## config.mk

```make
export PLATFORM = sky130hd
export DESIGN_NAME = eval_exp_dma_sched
export DESIGN_NICKNAME = d
export VERILOG_FILES = /design/src/rtl/eval_exp_dma_sched.sv
export SDC_FILE = /design/constraint.sdc
export NUM_CORES = 1
export LEC_CHECK = 0
export BUFFER_PORTS_ARGS = -buffer_cell sky130_fd_sc_hd__buf_2
export CAP_MARGIN = 30
export CORE_ASPECT_RATIO = 0.9
export CORE_MARGIN = 2
export CORE_UTILIZATION = 58
export DETAILED_ROUTE_END_ITERATION = 16
export HOLD_SLACK_MARGIN = 0.03
export PLACE_DENSITY = 0.81
export RECOVER_POWER = 50
export SYNTH_ARGS = -nofsm -noshare
export SYNTH_HDL_FRONTEND = slang
export SYNTH_SLANG_ARGS = --single-unit
```

## constraint.sdc

```tcl
create_clock -name clk -period 8.6 [get_ports clk]
set_input_delay 0.86 -clock clk [delete_from_list [all_inputs] [get_ports clk]]
set_output_delay 0.86 -clock clk [all_outputs]
set_load 0.05 [all_outputs]
```

## src/rtl/eval_exp_dma_sched.sv

```systemverilog
// Splits a copy job into read/write DMA command bursts that never cross a 4 KB
// page on either side, limiting how many write bursts are in flight at once.
module eval_exp_dma_sched #(
  parameter int unsigned ADDR_BITS   = 40,
  parameter int unsigned LEN_BITS    = 32,
  parameter int unsigned MAX_BURST   = 64,
  parameter int unsigned ISSUE_DEPTH = 4
) (
  input  logic                 reset,
  input  logic                 clk,
  input  logic                 s_start,
  input  logic [ADDR_BITS-1:0] s_src_addr,
  input  logic [ADDR_BITS-1:0] s_dst_addr,
  input  logic [LEN_BITS-1:0]  s_len,
  output logic                 busy,
  output logic                 done,
  output logic [ADDR_BITS-1:0] m_rd_cmd_addr,
  output logic [7:0]           m_rd_cmd_len,
  output logic                 m_rd_cmd_valid,
  input  logic                 m_rd_cmd_ready,
  output logic [ADDR_BITS-1:0] m_wr_cmd_addr,
  output logic [7:0]           m_wr_cmd_len,
  output logic                 m_wr_cmd_valid,
  input  logic                 m_wr_cmd_ready,
  input  logic                 s_wr_done
);

  typedef enum logic [1:0] {S_IDLE, S_ISSUE, S_DRAIN, S_FINISH} state_t;

  state_t               r_state;
  logic [ADDR_BITS-1:0] r_src;
  logic [ADDR_BITS-1:0] r_dst;
  logic [LEN_BITS-1:0]  r_rem;
  logic [8:0]           r_beats;
  logic                 r_pend;
  logic [3:0]           r_out;

  // Beats left before the 4 KB page ends are 256 minus the 16-byte page offset.
  function automatic logic [8:0] f_beats(input logic [7:0] src_pg,
                                         input logic [7:0] dst_pg,
                                         input logic [LEN_BITS-1:0] rem);
    logic [8:0] b;
    logic [8:0] src_room;
    logic [8:0] dst_room;
    src_room = 9'd256 - {1'b0, src_pg};
    dst_room = 9'd256 - {1'b0, dst_pg};
    if (rem > LEN_BITS'(MAX_BURST)) b = 9'(MAX_BURST);
    else                            b = rem[8:0];
    if (src_room < b) b = src_room;
    if (dst_room < b) b = dst_room;
    return b;
  endfunction

  logic                 w_idle;
  logic [ADDR_BITS-1:0] w_p_src;
  logic [ADDR_BITS-1:0] w_p_dst;
  logic [LEN_BITS-1:0]  w_p_rem;
  logic [8:0]           w_p_beats;
  logic                 w_rd_ok;
  logic                 w_wr_ok;
  logic                 w_accept;
  logic                 w_dec;
  logic [3:0]           w_out_next;
  logic                 w_slot;
  logic [ADDR_BITS-1:0] w_step;
  logic [LEN_BITS-1:0]  w_rem_after;

  // In IDLE the first burst is sized straight from the start inputs so that
  // commands are valid the cycle after s_start.
  assign w_idle      = (r_state == S_IDLE);
  assign w_p_src     = w_idle ? (s_src_addr & ~ADDR_BITS'(15)) : r_src;
  assign w_p_dst     = w_idle ? (s_dst_addr & ~ADDR_BITS'(15)) : r_dst;
  assign w_p_rem     = w_idle ? s_len : r_rem;
  assign w_p_beats   = f_beats(w_p_src[11:4], w_p_dst[11:4], w_p_rem);

  assign w_rd_ok     = ~m_rd_cmd_valid | m_rd_cmd_ready;
  assign w_wr_ok     = ~m_wr_cmd_valid | m_wr_cmd_ready;
  assign w_accept    = (r_state == S_ISSUE) & r_pend & w_rd_ok & w_wr_ok;
  assign w_dec       = s_wr_done & (r_out != 4'd0);
  assign w_out_next  = r_out + 4'(w_accept) - 4'(w_dec);
  assign w_slot      = (r_out - 4'(w_dec)) < 4'(ISSUE_DEPTH);
  assign w_step      = ADDR_BITS'({r_beats, 4'b0000});
  assign w_rem_after = r_rem - LEN_BITS'(r_beats);

  always_ff @(posedge clk) begin
    if (reset) begin
      r_state        <= S_IDLE;
      r_src          <= '0;
      r_dst          <= '0;
      r_rem          <= '0;
      r_beats        <= '0;
      r_pend         <= 1'b0;
      r_out          <= '0;
      busy           <= 1'b0;
      done           <= 1'b0;
      m_rd_cmd_addr  <= '0;
      m_rd_cmd_len   <= '0;
      m_rd_cmd_valid <= 1'b0;
      m_wr_cmd_addr  <= '0;
      m_wr_cmd_len   <= '0;
      m_wr_cmd_valid <= 1'b0;
    end else begin
      if (m_rd_cmd_valid && m_rd_cmd_ready) m_rd_cmd_valid <= 1'b0;
      if (m_wr_cmd_valid && m_wr_cmd_ready) m_wr_cmd_valid <= 1'b0;
      r_out <= w_out_next;
      done  <= 1'b0;

      // A burst is presented from IDLE on start, or in ISSUE once the previous
      // one is fully accepted and a slot is free (counting this cycle's s_wr_done).
      if ((w_idle && s_start && s_len != '0) ||
          (r_state == S_ISSUE && !r_pend && r_rem != '0 && w_slot)) begin
        m_rd_cmd_addr  <= w_p_src;
        m_wr_cmd_addr  <= w_p_dst;
        m_rd_cmd_len   <= 8'(w_p_beats - 9'd1);
        m_wr_cmd_len   <= 8'(w_p_beats - 9'd1);
        m_rd_cmd_valid <= 1'b1;
        m_wr_cmd_valid <= 1'b1;
        r_beats        <= w_p_beats;
        r_pend         <= 1'b1;
      end

      case (r_state)
        S_IDLE: begin
          if (s_start) begin
            r_src <= w_p_src;
            r_dst <= w_p_dst;
            r_rem <= s_len;
            busy  <= 1'b1;
            if (s_len == '0) begin
              r_state <= S_FINISH;
              done    <= 1'b1;
            end else begin
              r_state <= S_ISSUE;
            end
          end
        end
        S_ISSUE: begin
          if (w_accept) begin
            r_src  <= r_src + w_step;
            r_dst  <= r_dst + w_step;
            r_rem  <= w_rem_after;
            r_pend <= 1'b0;
            if (w_rem_after == '0) r_state <= S_DRAIN;
          end
        end
        S_DRAIN: begin
          if (w_out_next == 4'd0) begin
            r_state <= S_FINISH;
            done    <= 1'b1;
          end
        end
        S_FINISH: begin
          r_state <= S_IDLE;
          busy    <= 1'b0;
        end
        default: r_state <= S_IDLE;
      endcase
    end
  end

endmodule

```

Word-level counts from Yosys, hierarchy flattened

Cells that the tools add are included.

Add/subtract/negate cells: 9
Magnitude comparators: 4
Equal/unequal tests: 7
Mux-type cells: 34
Bitwise logic cells: 8
Reduce and logical (&&, ||, !) cells: 23

Operators with widths:

| operator              | count |
|---|---|
| $mux W40              | 6 |
| $pmux W40 S2          | 2 |
| $mux W32              | 3 |
| $add A40 B13 Y40      | 2 |
| $logic_not A32 Y1     | 2 |
| $pmux W32 S2          | 1 |
| $reduce_bool A32 Y1   | 2 |
| $gt A32 B7 Y1 const B | 1 |
| $sub A32 B9 Y32       | 1 |
| $mux W9               | 3 |
| $lt A9 B9 Y1          | 2 |
| $sub A9 B8 Y9 const A | 2 |
| $mux W1               | 11 |
| $mux W2               | 5 |
| $pmux W2 S4           | 1 |
| $reduce_bool A2 Y1    | 4 |
| $sub A4 B1 Y4         | 2 |
| $sub A8 B1 Y8 const B | 1 |
| $logic_and A1 B1 Y1   | 7 |
| $ne A2 B2 Y1 const B  | 3 |
| $add A4 B1 Y4         | 1 |
| $and A1 B1 Y1         | 4 |
| $eq A2 B2 Y1 const B  | 2 |
| $logic_not A4 Y1      | 1 |
| 13 further kinds      | 16 |

Flip-flop bits (word level): 220
Word-level logic and storage cells: 99

Logic depth before layout (Yosys ltp)

Depth in word-level cells: 9
Mapped depth: 35

Least setup slack after synthesis

Ideal clock, no wire load.

Path type: in2reg
From: in s_len[0]
To: reg m_wr_cmd_len[4]
Data arrival time: 6.729 ns
Setup slack: 1.744 ns
Stages: 29
Cells stage by stage: nor4_2 > a211oi_1 > a311oi_4 > o21ai_1 > or2_2 > ha_1 > a21oi_1 > a31oi_1 > nor3_2 > nand3_4 > and2_4 > buf_6 > o21a_1 > inv_1 > ha_1 > a21o_1 > a21o_1 > a211o_1 > or2_2 > a311oi_1 > o221a_4 > o21ai_1 > o21ai_1 > ha_1 > inv_1 > or3_1 > xnor2_1 > nand4_1 > o211ai_1

Longest elaborated chain between the ends: 8
Elaborated cells between the ends (all ways): 11

RTL lines:

| element              | RTL line | text |
|---|---|---|
| start, declared      | 14       | `input logic [LEN_BITS-1:0] s_len,` |
| $mux W32             | 73       | `assign w_p_rem = w_idle ? s_len : r_rem;` |
| $gt A32 B7 Y1        | 47       | `if (rem > LEN_BITS'(MAX_BURST)) b = 9'(MAX_BURST);` |
| $mux W9              | 47       |  |
| $lt A9 B9 Y1         | 49       | `if (src_room < b) b = src_room;` |
| $mux W9              | 49       |  |
| $lt A9 B9 Y1         | 50       | `if (dst_room < b) b = dst_room;` |
| $mux W9              | 50       |  |
| $sub A8 B1 Y8        | 115      | `m_wr_cmd_len <= 8'(w_p_beats - 9'd1);` |
| end signal, assigned | 115      |  |
| end, declared        | 22       | `output logic [7:0] m_wr_cmd_len,` |

Parallel ways exist; a longest one is shown, timed or not.
A chain may end at the register's enable or synchronous reset.

Worst setup path in the final report

From: reg r_state[0]
To: reg m_wr_cmd_len[4]

Longest elaborated chain between the ends: 9
Elaborated cells between the ends (all ways): 20

RTL lines:

| element                | RTL line | text |
|---|---|---|
| start, declared        | 30       | `state_t r_state;` |
| start signal, assigned | 87       | `r_state <= S_IDLE;` |
| start signal, assigned | 130      | `r_state <= S_FINISH;` |
| start signal, assigned | 133      | `r_state <= S_ISSUE;` |
| $logic_not A2 Y1       | 70       | `assign w_idle = (r_state == S_IDLE);` |
| $mux W32               | 73       |  |
| $gt A32 B7 Y1          | 47       |  |
| $mux W9                | 47       |  |
| $lt A9 B9 Y1           | 49       |  |
| $mux W9                | 49       |  |
| $lt A9 B9 Y1           | 50       |  |
| $mux W9                | 50       |  |
| $sub A8 B1 Y8          | 115      |  |

Parallel ways exist; a longest one is shown, timed or not.

==> key figures <==
Timing
  • Post-layout minimum cycle time: about 8000 ps
  • Slew Limit Headroom: -182%
  • Max Freq: about 130 MHz
  • Final period util: approximately 90%
  • Max Slew Vio Count: about 230
  • Skew final: ~13 ps
  • Final Setup Violations: 0
  • Worst-Margin Slew: between 4000 and 5000 ps
  • Setup TNS: 0 ps
  • RSZ-0062 raised after global routing: no
  • Final hold violations: 0

Global route
  • GR peak layer: met2
  • Met3 usage: under 10%
  • Total grt overflow: 0
  • Met1 usage: a little under half
  • Tot GR Track Use: between 30% and 40%
  • Largest net degree at the start of global routing: approximately 110
  • Number of global-route vias before repair: between 10000 and 15000
  • Antenna violations before repair: 2
  • First-pass GRT wire length: 66400 µm
  • Global-route met2 utilization: ~50%

Logic synthesis
  • Post-synthesis instance area: about 14000 µm²
  • Ys Warns: 0
  • Sequential-to-total area share from yosys stat: 31.8%
  • Post-synth top area share: between 30% and 40%
  • Mapped Cells: 1740
  • Largest area contributor in the netlist: dfxtp_1
  • Syn_area_per_cell: 7.95 µm²
  • Ys async rst share: 0%
  • Ranking of synthesized cells by area: dfxtp_1 32%, mux2i_1 6.5%, nor2_1 6.1%
  • Post-synth EDFFs: 0
  • FF+latch count, synth: 220
  • Top_reg_cell synth: dfxtp_1
  • Library cells used by synthesis: 98

Drt
  • WL final: about 42000 µm
  • DRT iter0 DRCs: ~1600
  • Pre-antenna DRT Iters: 6
  • Final ANT Viol Nets: 0
  • Routed WL per cell: around 19 µm
  • Via count: 14000
  • Remaining DRCs: 0
  • DR vias/cell: 6.37

Critical path
  • R2R Setup Slk: 820 ps
  • CP Data Required Time: around 9000 ps
  • Crit-path slowest cell: mux2i_1
  • Worst setup EP type: flop
  • Worst endpoint data arrival time: approximately 8200 ps
  • Critical path launch point type: flop
  • Crit-path max FO: 23
  • Top cell by count, worst path: ha_1
  • CP peak stage delay: approximately 510 ps
  • Critical path class: flop to flop

Layout
  • Fraction of layout cells with a size suffix above 1: 10.8%
  • Nets: 2058
  • Filler cells: approximately 2100
  • Area growth syn-to-layout: 13.1%
  • Commonest cells after routing, fill and taps aside: 224 x nor2_1, 220 x dfxtp_1, 136 x nand2_1, 108 x clkbuf_1, 108 x buf_2
  • Commonest non-fill, non-tap cell in the layout: nor2_1

Placed design
  • Gpl congestion: between 0.9 and 1
  • Input/output buffers: 209
  • DP HPWL: a little under 30000 µm

Floorplanning
  • Die X: approximately 170 µm
  • Die Height: 151 µm
  • Starting Density: 59.1%
  • Die area: 25100 µm²
  • Core Region: about 23000 µm²
  • FP Rows: 53
  • Top Ports: ~220

Outcome
  • Outcome: finished with violations
  • Violated checks: max-capacitance violations, max-slew violations

Clocking
  • Postcts setup bufs: 0
  • Worst skew pair latency: 530 ps
  • Num Clock Sinks: 220
  • TritonCTS buffer count: 24
  • CTS tree: done
  • Root Buffer Master: clkbuf_16
  • CTS Hold Bufs: 0
  • H-Tree Depth: 1
  • CTS Buffer Depth: 3
  • Post-cts resize count: 0
  • Clk pin slew, worst setup/hold paths: approximately 60 ps

Worst hold path
  • Worst hold path class: flop to flop

Run
  • Max-Cap Viols: 3
## synth_stat cells (7+ instances only)
cell       count
nand2_1      136
mux2i_1       90
nor3_1        65
xnor2_1       27
nand4_1       18
nor4_1        29
o22ai_1        9
o31a_1         8
or3_1         11
ha_1          56
clkbuf_1      83
xor2_1        17
nor2b_1       13
inv_1         63
and3_1        22
o211ai_1       8
a221oi_1       9
and2_1        28
buf_2         16
a21o_1        10
a2111oi_0      7
o21ai_1        7
nand2b_1       7
o21ai_0       89
o21a_1        12
a21oi_1      102
or2_2          8
buf_4          9
a31oi_1       13
nand3_1       50
nor2_1       225
a211oi_1     106
o31ai_1        7
a311oi_1      25
dfxtp_1      220
## path summary, 6_finish.rpt
check / startpoint / end / cells past startpoint
worst min-delay path: m_wr_cmd_addr[0] / m_wr_cmd_addr[0] / 2
worst max-delay path: r_state[0] / m_wr_cmd_len[4] / 30
worst max register to register: r_state[0] / m_wr_cmd_len[4] / 30
worst min register to register: m_wr_cmd_addr[0] / m_wr_cmd_addr[0] / 2
## layer usage
layer  part of all wire (%)  vias up
met2                     44      735
li1                       -     6691
met4                    2.8        2
met3                    9.9       83
met1                     44     6525
met5                  0.019        -
## kinds of logic after synthesis
logic type / Yosys count / synth area share (%)
simple gates: 652 / 22.9
mux: 93 / 6.76
buf+inv: 182 / 5.49
fa+ha+maj: 60 / 5.64
compound gates: 488 / 24.6
xor+xnor: 44 / 2.79
flops: 220 / 31.8
other cells: 1 / 0.0271
## flip-flops by register name (all words and copies together), names as in the netlist
signal          flops
r_rem              32
r_dst              40
r_out               4
r_beats             9
r_state             2
m_wr_cmd_valid      1
m_rd_cmd_addr      40
r_src              40
done                1
m_wr_cmd_len        8
m_rd_cmd_valid      1
m_wr_cmd_addr      40
r_pend              1
busy                1
## metrics by stage
step | area, µm² | hold slack, ps | setup WS (ps) | utilization, % | instances
6_report | 15600 | 449 | 823 | 66.8 | 2202
5_1_grt | 15600 | 473 | 269 | 66.8 | 2201
4_1_cts | 15800 | 448 | 971 | 67.5 | 2199
3_5_place_dp | 15000 | 440 | 849 | 64.0 | 2155
3_3_place_gp | 14900 | 435 | 904 | 63.8 | 2153
2_1_floorplan | 13800 | 429 | 1740 | - | 1741
## critical path, delay by kind of cell (launching register included)
kind | cells | cell delay [ps]
AO/OA/AOI/OAI | 12 | 2530
buffers and inverters | 4 | 790
AND/OR/NAND/NOR | 6 | 1570
adder cells (fa/ha/maj) | 5 | 1510
multiplexers | 1 | 510
XOR/XNOR | 2 | 440
flip-flops | 1 | 330
## cell type report
class                           instances  area (µm²)  share of cell area [%]
Antenna cell                            2        5.00                  0.0320
Clock buffer                           37         741                    4.74
Clock inverter                          7        85.1                   0.544
Inverter                               65         244                    1.56
Multi-Input combinational cell       1339        8690                    55.6
Sequential cell                       220        4400                    28.2
Tap cell                              302         378                    2.42
Timing Repair Buffer                  230        1090                    6.97
Power is left out: the tool's default activity adds up to more than one toggle a clock period on the data nets, which glitch-free logic cannot reach.
